==> config.mk <==
export PLATFORM = sky130hd
export DESIGN_NAME = seq_rshift
export DESIGN_NICKNAME = d
export VERILOG_FILES = /design/src/rtl/shift_pkg.sv /design/src/rtl/rshift_step.sv /design/src/rtl/seq_rshift.sv
export SDC_FILE = /design/constraint.sdc
export NUM_CORES = 1
export LEC_CHECK = 0
export BUFFER_PORTS_ARGS = -buffer_cell sky130_fd_sc_hd__buf_2
export CAP_MARGIN = 30
export CORE_MARGIN = 8
export CORE_UTILIZATION = 42
export DETAILED_ROUTE_END_ITERATION = 6
export PLACE_DENSITY_LB_ADDON = 0.08
export SETUP_SLACK_MARGIN = 0.1
export SYNTH_ARGS = -nofsm -noshare
export SYNTH_HDL_FRONTEND = slang
export SYNTH_SLANG_ARGS = --single-unit
==> constraint.sdc <==
create_clock -name clk -period 1.1 [get_ports clk]
set_input_delay 0.11 -clock clk [delete_from_list [all_inputs] [get_ports clk]]
set_output_delay 0.11 -clock clk [all_outputs]
set_load 0.03 [all_outputs]
==> src/rtl/shift_pkg.sv <==
// rtl/shift_pkg.sv - shared FSM state type and default width for seq_rshift
package shift_pkg;

  typedef enum logic [1:0] {
    S_IDLE,
    S_SHIFT,
    S_DONE
  } rshift_state_t;

  localparam int SHIFT_WIDTH_DEF = 8;

endpackage

==> src/rtl/rshift_step.sv <==
// rtl/rshift_step.sv - one-position right step; rotate when SEQ_RSHIFT_ROTATE_EN is defined, else zero-fill shift
module rshift_step #(
  parameter int WIDTH = 8
) (
  input  logic [WIDTH-1:0] x,
  output logic [WIDTH-1:0] y
);

  // Drop bit 0 and refill the MSB, either with the outgoing bit or with zero
  always_comb begin
`ifdef SEQ_RSHIFT_ROTATE_EN
    y = {x[0], x[WIDTH-1:1]};
`else
    y = {1'b0, x[WIDTH-1:1]};
`endif
  end

endmodule

==> src/rtl/seq_rshift.sv <==
// rtl/seq_rshift.sv - serial right shifter/rotator, one bit per clock, valid/ready in and out (rotate via SEQ_RSHIFT_ROTATE_EN)
module seq_rshift
  import shift_pkg::*;
#(
  parameter int WIDTH = SHIFT_WIDTH_DEF,
  parameter int SHW   = $clog2(WIDTH)
) (
  input  logic             clk,
  input  logic             rst,
  input  logic             in_valid,
  output logic             in_ready,
  input  logic [WIDTH-1:0] in,
  input  logic [SHW-1:0]   shift,
  output logic             out_valid,
  input  logic             out_ready,
  output logic [WIDTH-1:0] q
);

  rshift_state_t    state;
  rshift_state_t    state_nxt;
  logic [SHW-1:0]   cnt;
  logic [WIDTH-1:0] q_step;

  rshift_step #(
    .WIDTH(WIDTH)
  ) u_step (
    .x(q),
    .y(q_step)
  );

  // State register; reset drops any operation in flight
  always_ff @(posedge clk) begin
    if (rst) begin
      state <= S_IDLE;
    end else begin
      state <= state_nxt;
    end
  end

  // Next-state and handshake outputs; ready and valid are pure decodes of state
  always_comb begin
    state_nxt = state;
    in_ready  = 1'b0;
    out_valid = 1'b0;
    case (state)
      S_IDLE: begin
        in_ready = 1'b1;
        if (in_valid) begin
          state_nxt = (shift == '0) ? S_DONE : S_SHIFT;
        end
      end
      S_SHIFT: begin
        if (cnt == SHW'(1)) begin
          state_nxt = S_DONE;
        end
      end
      S_DONE: begin
        out_valid = 1'b1;
        if (out_ready) begin
          state_nxt = S_IDLE;
        end
      end
      default: begin
        state_nxt = S_IDLE;
      end
    endcase
  end

  // Data path: load on accept, step and count down while shifting, hold otherwise
  always_ff @(posedge clk) begin
    if (rst) begin
      q   <= '0;
      cnt <= '0;
    end else begin
      case (state)
        S_IDLE: begin
          if (in_valid) begin
            q   <= in;
            cnt <= shift;
          end
        end
        S_SHIFT: begin
          q   <= q_step;
          cnt <= cnt - SHW'(1);
        end
        default: begin
          q   <= q;
          cnt <= cnt;
        end
      endcase
    end
  end

endmodule
== Word level (Yosys, flattened, before mapping) ==
Index checks and enable logic that the tools add are counted.
Cells by class
  reduce and logical (&&, ||, !) cells: 5
  add/subtract/negate cells: 1
  mux-type cells: 11
  equal/unequal tests: 6
Operators with widths (count)
  $pmux 8 s2: 1
  $mux 2: 4
  $mux 8: 1
  $ne 2x2->1 const B: 3
  $pmux 2 s3: 1
  $pmux 3 s2: 1
  $eq 3x1->1 const B: 1
  $logic_not 3->1: 1
  $mux 3: 1
  $reduce_and 3->1: 1
  $sub 3x1->3 const B: 1
  $eq 2x1->1 const B: 1
  $eq 2x2->1 const B: 1
  $logic_not 2->1: 1
  $mux 1: 2
  $reduce_and 2->1: 1
  $reduce_bool 2->1: 1
Storage, ports and cells
  register bits after elaboration: 13
  input bits: 15
  output and inout bits: 10

== Longest topological paths before layout ==
Gate-level depths: netlist of run 1.
  depth after elaboration: 4
  depth in mapped cells: 5
  depth with buffers taken out: 5

== Hierarchy ==
Synthesis of run 1 repeated with hierarchy kept, for this count alone.
Unflattened totals
  cells, all modules: 83
  area, all modules: 747.0 µm²
Modules (own cells, without submodules)
  seq_rshift: cells each 74, times used 1, area an instance 683.2 µm², seq. area each 260.2 µm²
  rshift_step: cells each 9, times used 1, area an instance 63.8 µm², seq. area each 0.0 µm²

== Worst setup path after synthesis of run 1 ==
OpenSTA, ideal clock, no wires.
  path type: reg2reg
  start point: reg state[0]
  end point: reg q[7]
  clock period less this slack: 1.264 ns
  path slack: -0.164 ns
  cell stages (with the launch flop): 5
  library setup time: 0.066 ns
  data arrival time: 1.199 ns
  path through: dfxtp_1 -> buf_2 -> nor2_1 -> a32oi_1 -> nor2_1
On the way
  longest elaborated chain between the ends: 3
RTL lines
  start, declared: RTL line seq_rshift.sv:19  | rshift_state_t state;
  start signal, assigned: RTL line seq_rshift.sv:36  | state <= state_nxt;
  $eq 2x1->1 or $logic_not 2->1 (tied branches): RTL line seq_rshift.sv:75  | case (state)
  $reduce_bool 2->1 (no line) or $ne 2x2->1 (tied branches)
  $reduce_and 2->1 (no line)
  end signal, assigned: RTL line seq_rshift.sv:78  | q <= in;
  end signal, assigned: RTL line seq_rshift.sv:83  | q <= q_step;
  end signal, assigned: RTL line seq_rshift.sv:87  | q <= q;
  end, declared: RTL line seq_rshift.sv:16  | output logic [WIDTH-1:0] q
Several ways; a longest one is shown, not always the timed one.
A chain may end at the register's enable or synchronous reset.

== Worst setup path after layout of run 1 ==
  start point: reg state[0]
  end point: out out_valid
On the way
  longest elaborated chain between the ends: 2
RTL lines
  $eq 2x2->1: RTL line seq_rshift.sv:45  | case (state)
  $mux 1: RTL line seq_rshift.sv:45
  end, declared: RTL line seq_rshift.sv:14  | output logic out_valid,
Every way passes these cells.

==> impl_metrics.yaml, run 1 <==
worst_setup_path:
  worstPathRequired_ps: 990
  crit_path_frequent_cell: "buf_6"
  crit_path_end_kind: "output port"
  path_class: "reg2out"
  cp.arrival_ps: 1030
  cp.buffers_inverters: 2
  crit_slowest_cell: "dfxtp_4"
  cp-start-kind: "register"
  cpPeakStageDelay_ps: 370
  path_delay_family: "flip-flops"
  crit_chain: "buf_6 -> nor2b_4 -> buf_6"
  path_max_fanout: 5
clocking:
  cts_root_buf: "clkbuf_4"
  htreeDepth: 1
  cts.clk_slew.worst_paths_ps: 80
  clock_latency_ps: 270
  cts_sinks: 13
  cts_buffers: 3
  cts_buffer_depth: 2
  tritoncts: "done"
routing:
  drt_iter0_markers: 4
  dr.pass1.iters: 4
  wl_per_cell_um: 15.4
  avgViaCountPerCell: 5.40
  wl_um: 1910
  drc: 0
  route.vias.total: 669
  ant_nets: 0
job:
  maxCapViolCount: 0
power_and_ir_drop:
  combPwrFrac_pct: 41.3
  power.switching_mw: 0.525
  leakagePower_nw: 0.495
  power_density_nw_per_um2: 1450
  p_clk_share_pct: 19.0
  pwr-share-seq_pct: 39.8
  switching_share_pct: 35.1
  peakVddDrop_mv: 0.914
  intPower_mw: 0.971
layout:
  n_fill_cell: 123
  register_area_um2: 273
  drive_gt1_share_pct: 54.6
  multiInputGateArea_um2: 453
  layout_commonest_cell: "buf_2"
  n_antenna_cell: 0
  area_growth_pct: 52.4
  finalNetCount: 126
  layout_common_cells: "buf_2, dfxtp_1, mux2i_1, a21oi_1, buf_6"
synthesis:
  synth_edf_count: 0
  netlist_area_um2: 678
  postSynthAreaPerCell_um2: 9.29
  ys_warn_count: 0
  synth_flop_cell: "dfxtp_1"
  ys_ff_latch: 13
  async_reset_ff_share_pct: 0
  synthCells: 73
  synth_cell_types: 28
  yosysSeqAreaShare_pct: 38.4
  syn_nets: 90
floorplanning:
  dieArea_um2: 3160
  ios: 25
  die_w_um: 56.2
  die_h_um: 56.2
  rows: 14
  start_util_pct: 45.0
  core_area_um2: 1510
hold_path:
  hold_path.class: "in2reg"
timing:
  max_slew_margin_pct: 82.6
  hold_viol_final: 0
  setup_viol: 4
  fmax_mhz: 881
  setup_slack_ps: -35.3
  slew_violations: 0
  hold_slack_ps: 76.7
  rsz0062_at_grt: "true"
  clock_skew_ps: 6.48
  tightest_slew_ps: 260
  fin_crit_sh_pct: 103
  fin_crit_ps: 1140
place:
  place_ws_ps: -6.96
  finalWeightedCongestion: 0.767
  numPortBuffers: 24
  dpl.hpwl_um: 1250
global_route:
  grt_max_degree: 16
  grt_pass1_vias: 683
  grt_pass1_wl_um: 3050
  grt_use_met1_pct: 13.7
  grtUsageMet3_pct: 3.65
  top_usage_layer: "met2"
  antenna_found_initial: 0
  grt-ovfl-total: 0
  track_usage_pct: 11.6
  grtUsageMet2_pct: 19.5
run_status:
  outcome: "complete, but fails checks"
  violations: "setup timing"
-- registers in the layout, indices dropped and copies added, names as in the netlist --
register,cells
state,2
q,8
cnt,3
-- path summary, 6_finish.rpt --
| path | from | cells past startpoint | slack (ps) | end |
|---|---|---|---|---|
| max | state[0] | 3 | -40 | out_valid |
| min | rst | 2 | 80 | cnt[1] |
| max reg2reg | cnt[0] | 4 | -20 | cnt[1] |
| min reg2reg | cnt[1] | 2 | 500 | cnt[1] |
-- synthesized netlist by cell type (2+ instances only) --
master,number,area share [%]
mux2i_1,8,12
ha_1,2,3.7
o21ai_1,3,2.2
a21oi_1,10,7.4
dfxtp_1,13,38
inv_1,5,2.8
o311a_1,2,3.0
o21ai_0,6,4.4
buf_2,4,3.0
nor2_1,2,1.1
-- area by class of cell --
type                       instances  share of cell area (%)
clock buffer                       4                    2.54
inverter                           5                    2.30
multi-input combinational         51                    43.8
sequential                        13                    26.4
tap                               16                    1.94
timing repair buffer              35                    23.0
-- cells by family (layout without fill, tap and decap cells) --
family	Yosys count	in the layout	share of synthesized area, %
adders and majority gates	2	2	3.69
muxes	9	9	13.5
and+or+nand+nor	10	11	9.23
DFF	13	13	38.4
buffers and inverters	10	44	7.38
AOI/OAI and AO/OA	29	29	27.9
-- power groups by stage --
stage	Sequential [mW]	Combinational [mW]	Clock, mW
after global placement	0.593	0.474	0
after CTS	0.588	0.565	0.297
after detailed placement	0.596	0.481	0
after floorplan	0.667	0.292	0
after global routing	0.606	0.669	0.318
final	0.595	0.618	0.284
-- metrics by stage --
step / area [um^2] / power (mW) / cells / util [%] / TNS [ps]
final: 1030 / 1.50 / 124 / 68.6 / -85.3
after global routing: 1030 / 1.59 / 124 / 68.6 / -324
after CTS: 972 / 1.45 / 122 / 64.5 / -54.7
after detailed placement: 846 / 1.08 / 111 / 56.1 / -6.96
after global placement: 846 / 1.07 / 111 / 56.1 / 0
after floorplan: 721 / 0.958 / 73 / - / 0
-- layer usage --
metal,wire (um),vias up
met3,93,4
met5,0,-
met2,889,15
met4,27,0
met1,896,311
li1,-,339
-- repair_timing --
action                                  in CTS  in global routing
gates resized for setup                     15                 11
gates cloned                                 1                  0
endpoints found under the setup margin      14                 15
pin swaps                                    1                  6
endpoints found under the hold margin        0                  0
hold buffers                                 0                  0
setup buffers                                6                  2
No activity file was read; power rests on OpenSTA's default activity.
==> run 2: changes to the inputs <==
--- a/config.mk
+++ b/config.mk
@@ -5,11 +5,11 @@
 export SDC_FILE = /design/constraint.sdc
 export NUM_CORES = 1
 export LEC_CHECK = 0
-export BUFFER_PORTS_ARGS = -buffer_cell sky130_fd_sc_hd__buf_2
 export CAP_MARGIN = 30
 export CORE_MARGIN = 8
-export CORE_UTILIZATION = 42
+export CORE_UTILIZATION = 52
 export DETAILED_ROUTE_END_ITERATION = 6
+export DONT_BUFFER_PORTS = 1
 export PLACE_DENSITY_LB_ADDON = 0.08
 export SETUP_SLACK_MARGIN = 0.1
 export SYNTH_ARGS = -nofsm -noshare
==> run 2 against run 1 <==
Against the previous run:
- the flow still finishes with violations (setup timing)
- cell area fell by 1.5%
- combinational power barely moved
- maximum frequency fell by 2.6%
- sequential cell count did not move
- largest cell class unchanged
- sequential share of layout area rose by 0.14 points
- core utilization rose by 13 points
- count of clock-buffer cells in the layout did not move
- wire length fell by 3.4%
- die area fell by 14%
- sequential power fell by 0.7%
==> impl_metrics.yaml, run 2 (same netlist as run 1, synthesis figures left out) <==
routing:
  drt_iter0_markers: 16
  ant_nets: 0
  wl_per_cell_um: 16.1
  dr.pass1.iters: 6
  avgViaCountPerCell: 5.70
  route.vias.total: 650
  drc: 0
  wl_um: 1840
worst_setup_path:
  path_max_fanout: 5
  crit_path_end_kind: "output port"
  cp-start-kind: "register"
  path_class: "reg2out"
  reg2reg_depth: 4
  cp.arrival_ps: 1060
  worstPathRequired_ps: 990
  r2r-end: "state[0]"
  worst-r2r-setup-slack_ps: 20
  worstReg2RegStart: "state[1]"
run_status:
  outcome: "complete, but fails checks"
  violations: "setup timing"
place:
  dpl.hpwl_um: 1190
  finalWeightedCongestion: 0.708
  numPortBuffers: 0
  placed_area_um2: 815
  placedCellCount: 98
global_route:
  track_usage_pct: 15.2
  grt-ovfl-total: 0
  grtUsageMet2_pct: 23.8
  top_usage_layer: "met2"
  grt_pass1_wl_um: 3130
  grtUsageMet3_pct: 5.70
  grt_use_met1_pct: 17.6
  grt_max_degree: 10
  antenna_found_initial: 0
  grt_pass1_vias: 649
layout:
  top_regs: "q (8), cnt (3), state (2)"
  regMostFlops: "q"
  fin_area_um2: 1020
  layout_commonest_cell: "buf_4"
  drive_gt1_share_pct: 44.4
  largest_reg_flops: 8
  finalNetCount: 117
  layout_common_cells: "buf_4, a21oi_1, dfxtp_1, buf_6, mux2i_1"
  area_growth_pct: 50.2
  instances_no_fill: 114
  n_antenna_cell: 0
  final_core_util_pct: 81.3
floorplanning:
  ios: 25
  dieArea_um2: 2720
  rows: 13
  die_h_um: 52.1
  core_area_um2: 1250
  die_w_um: 52.1
  start_util_pct: 54.1
hold_path:
  hold_start: "in[0]"
  hold_path.class: "in2reg"
  hold_depth: 2
  holdPathEnd: "q[0]"
timing:
  setup_viol: 2
  fmax_mhz: 858
  setup_slack_ps: -65.6
  fin_crit_sh_pct: 106
  rsz0062_at_grt: "true"
  tightest_slew_ps: 244
  slew_violations: 0
  max_slew_margin_pct: 83.7
  hold_slack_ps: 32.0
  tns_ps: -95.5
  fin_crit_ps: 1170
  clock_skew_ps: 0.527
  hold_viol_final: 0
clocking:
  cts_root_buf: "clkbuf_4"
  htreeDepth: 1
  cts.clk_slew.worst_paths_ps: 90
  cts_buffers: 3
  tritoncts: "done"
  cts_sinks: 13
  cts_buffer_depth: 2
  clock_latency_ps: 280
power_and_ir_drop:
  peakVddDrop_mv: 0.843
  leakagePower_nw: 0.465
  power_density_nw_per_um2: 1500
job:
  maxCapViolCount: 0
[run 2: cell types whose count changed in the layout (fill, tap and decap cells not counted), sizes merged]
cell,delta
dlygate4sd3,+4
buf,-13
[run 2: per-layer routing]
| layer | share of wire (%) | vias to the layer above |
|---|---|---|
| met2 | 46 | 24 |
| li1 | - | 322 |
| met1 | 44 | 300 |
| met3 | 7.8 | 4 |
| met5 | 0 | - |
| met4 | 1.4 | 0 |
[run 2: stage by stage]
step / power (mW) / setup WS (ps)
after global placement: 1.08 / 32.6
after CTS: 1.50 / -55.0
after floorplan: 0.958 / 26.3
after global routing: 1.61 / -98.1
after detailed placement: 1.08 / 24.3
final: 1.53 / -65.6
[run 2: worst max-delay path by stage]
| stage | depth (start not counted) | slack, ps | start | endpoint |
|---|---|---|---|---|
| 6_report | 3 | -70 | state[0] | in_ready |
| 5_1_grt | 3 | -100 | state[0] | in_ready |
| 4_1_cts | 3 | -60 | state[0] | in_ready |
| 3_5_place_dp | 3 | 20 | state[1] | state[0] |
| 3_3_place_gp | 3 | 30 | state[1] | cnt[1] |
| 2_1_floorplan | 4 | 30 | state[1] | q[7] |
[run 2: layout make-up]
type / count / area (um^2)
timing repair buffer: 26 / 246
sequential: 13 / 270
multi-input combinational: 51 / 438
clock buffer: 4 / 26.3
fill: 83 / 234
inverter: 5 / 18.8
tap: 15 / 18.8
[run 2: critical path, cell delays in order (launching register included)]
cell     delay, ps
dfxtp_4        370
buf_6          130
nor2_4         120
buf_6          140
[run 2: power by group]
group | internal [mW] | leakage, nW | switching, mW
clock | 0.141 | 0.0150 | 0.177
combinational | 0.308 | 0.340 | 0.308
sequential | 0.538 | 0.110 | 0.0530
[run 2: timing repair]
action                     4_1_cts  5_1_grt
pin swaps                        3        4
gates resized for setup         18        6
hold buffers                     4        0
hold endpoints to repair         4        0
gates cloned                     1        0
buffers inserted                 5        2
setup endpoints to repair       15       15
==> run 3: changes to the inputs <==
--- a/config.mk
+++ b/config.mk
@@ -6,12 +6,13 @@
 export NUM_CORES = 1
 export LEC_CHECK = 0
 export CAP_MARGIN = 30
-export CORE_MARGIN = 8
-export CORE_UTILIZATION = 52
+export CORE_MARGIN = 2
+export CORE_UTILIZATION = 53
 export DETAILED_ROUTE_END_ITERATION = 6
 export DONT_BUFFER_PORTS = 1
 export PLACE_DENSITY_LB_ADDON = 0.08
 export SETUP_SLACK_MARGIN = 0.1
 export SYNTH_ARGS = -nofsm -noshare
 export SYNTH_HDL_FRONTEND = slang
+export SYNTH_HIERARCHICAL = 1
 export SYNTH_SLANG_ARGS = --single-unit
==> run 3 against run 2 <==
Against the previous run:
- the run still ends with setup timing left
- non-clock buffer count decreased by 2
- critical endpoint is now state[1]
- sequential share of layout area increased by 1.5 points
- highest routed layer unchanged
- core utilization decreased by 8.0 points
- global-route usage increased by 4.2 points
- cell area decreased by 6.3%
- sequential power decreased by 2%
- clock skew increased by 3.2 ps
==> impl_metrics.yaml, run 3 <==
global_route:
  track_usage_pct: 19.4
  grt-ovfl-total: 0
  grt_max_degree: 11
  antenna_found_initial: 0
  grt_pass1_vias: 588
  grt_pass1_wl_um: 2620
run_status:
  outcome: "complete, but fails checks"
  violations: "setup timing"
timing:
  setup_viol: 4
  hold_viol_final: 0
  setup_slack_ps: -78.2
  slew_violations: 0
  fin_crit_ps: 1180
  hold_slack_ps: 21.5
  fin_crit_sh_pct: 107
  fmax_mhz: 849
  rsz0062_at_grt: "true"
  clock_skew_ps: 3.77
worst_setup_path:
  cp-start-kind: "register"
  cpPeakStageDelay_ps: 390
  crit_chain: "and2b_2 -> or3b_4 -> a21oi_2"
  path_max_fanout: 6
  path_class: "reg2reg"
  worstPathRequired_ps: 1310
  reg2reg_depth: 3
  crit_slowest_cell: "or3b_4"
  r2r-end: "state[1]"
  cp.arrival_ps: 1390
  crit_path_end_kind: "register"
  path_delay_family: "simple AND/OR/NAND/NOR gates"
  worst-r2r-setup-slack_ps: -80
  cp.buffers_inverters: 0
  worstReg2RegStart: "state[0]"
clocking:
  clock_latency_ps: 270
  cts_sinks: 13
  cts_buffers: 3
  cts_root_buf: "clkbuf_4"
  cts_buffer_depth: 2
  cts.clk_slew.worst_paths_ps: 80
  tritoncts: "done"
  htreeDepth: 1
routing:
  drc: 0
  ant_nets: 0
  avgViaCountPerCell: 5.62
  wl_um: 1670
  dr.pass1.iters: 4
  route.vias.total: 635
  drt_iter0_markers: 6
  wl_per_cell_um: 14.8
layout:
  finalNetCount: 116
  regMostFlops: "q"
  drive_gt1_share_pct: 45.9
  top_regs: "q (8), cnt (3), state (2)"
  area_growth_pct: 27.8
  n_antenna_cell: 0
  layout_common_cells: "buf_4, a21oi_1, dfxtp_1, mux2i_1, buf_6"
  layout_commonest_cell: "buf_4"
  largest_reg_flops: 8
synthesis:
  synth_top_area_cell: "dfxtp_1"
  synth_compound_area_share_pct: 23.8
  synthAdderAreaFrac_pct: 3.35
  synthCells: 83
  postSynthAreaPerCell_um2: 9.00
  async_reset_ff_share_pct: 0
  netlist_area_um2: 747
  synth_top_area_share_pct: 34.8
  syn_nets: 100
  synth_top_cells_by_area: "dfxtp_1, mux2i_1, buf_4, a21oi_1, o21ai_0"
  synth_commonest_cells: "dfxtp_1, a21oi_1, buf_4, mux2i_1, o21ai_0"
  yosysSeqAreaShare_pct: 34.8
  synth_most_common_cell: "dfxtp_1"
  synth_top_family_by_area: "compound AO/OA/AOI/OAI gates"
  synthSimpleGateAreaFrac_pct: 8.21
  ys_ff_latch: 13
  synth_edf_count: 0
  synth.mux.area_fraction_pct: 12.1
  synth_cell_types: 26
  ys_warn_count: 6
  synth_flop_cell: "dfxtp_1"
  synth_xor_area_share_pct: 0
hold_path:
  hold_path.class: "in2reg"
  hold_start: "in[7]"
  hold_depth: 2
  holdPathEnd: "q[7]"
power_and_ir_drop:
  peakVddDrop_mv: 0.825
  leakagePower_nw: 0.449
  power_density_nw_per_um2: 1450
  p_total_mw: 1.38
place:
  dpl.hpwl_um: 978
  finalWeightedCongestion: 0.731
  numPortBuffers: 0
floorplanning:
  ios: 25
  start_util_pct: 57.4
  dieArea_um2: 1730
  core_area_um2: 1300
  rows: 13
  die_w_um: 41.5
  die_h_um: 41.5
job:
  maxCapViolCount: 0
run 3: cell types whose count changed after synthesis, sizes merged, moves of 2 or more:
cell / delta
a21oi: +2
nor3b: -2
buf: +8
and2b: +2
run 3: kinds of logic after synthesis:
| group | after synthesis |
|---|---|
| compound gates | 29 |
| other cells | 1 |
| mux | 9 |
| fa+ha+maj | 2 |
| flops | 13 |
| buf+inv | 19 |
| simple gates | 10 |
run 3: worst max-delay path by stage:
| stage | to | slack, ps | cells after the start | from |
|---|---|---|---|---|
| 5_1_grt | state[1] | -120 | 3 | state[0] |
| 2_1_floorplan | state[1] | -30 | 4 | state[0] |
| 3_5_place_dp | state[1] | -50 | 3 | state[0] |
| 3_3_place_gp | state[1] | -20 | 3 | state[0] |
| 4_1_cts | out_valid | -60 | 3 | state[1] |
| 6_report | state[1] | -80 | 3 | state[0] |
run 3: routing by layer:
metal  track usage, %  vias to the layer above  wire, um
met1             22.8                      299       699
met5                0                        -         0
met2             33.8                       19       885
met3             4.78                        4        59
met4             7.10                        0        24
li1                 -                      313         -
run 3: through the flow:
step	setup TNS, ps	worst slack (ps)	utilization [%]	std cells	instance area (um^2)
global route	-833	-120	73.4	113	955
floorplan	-26.1	-26.1	-	83	761
finish	-197	-78.2	73.4	113	955
detailed placement	-153	-47.7	60.2	101	783
CTS	-281	-58.1	68.8	111	896
global placement	-23.0	-20.3	60.2	101	783
run 3: where the power goes:
group / switching, mW / leakage (nW) / internal, mW
clock: 0.155 / 0.0150 / 0.140
combinational: 0.260 / 0.324 / 0.247
sequential: 0.0503 / 0.110 / 0.531
total: 0.465 / 0.449 / 0.918
run 3: worst reg2reg max path, cell delays in order, from the launching register on:
cell	delay, ps
dfxtp_4	380
and2b_2	240
or3b_4	390
a21oi_2	110
run 3: cell type report:
cell class                 count  area (um^2)
multi-input combinational     51          414
sequential                    13          268
tap                           15         18.8
fill                         102          347
clock buffer                   4         26.3
timing repair buffer          24          205
inverter                       6         22.5
run 3: what timing repair did:
| item | CTS | global route |
|---|---|---|
| hold buffers | 2 | 0 |
| setup endpoints to repair | 15 | 15 |
| pin swaps | 4 | 5 |
| gates resized for setup | 13 | 18 |
| gates cloned | 1 | 0 |
| endpoints found under the hold margin | 4 | 0 |
| buffers inserted | 3 | 2 |
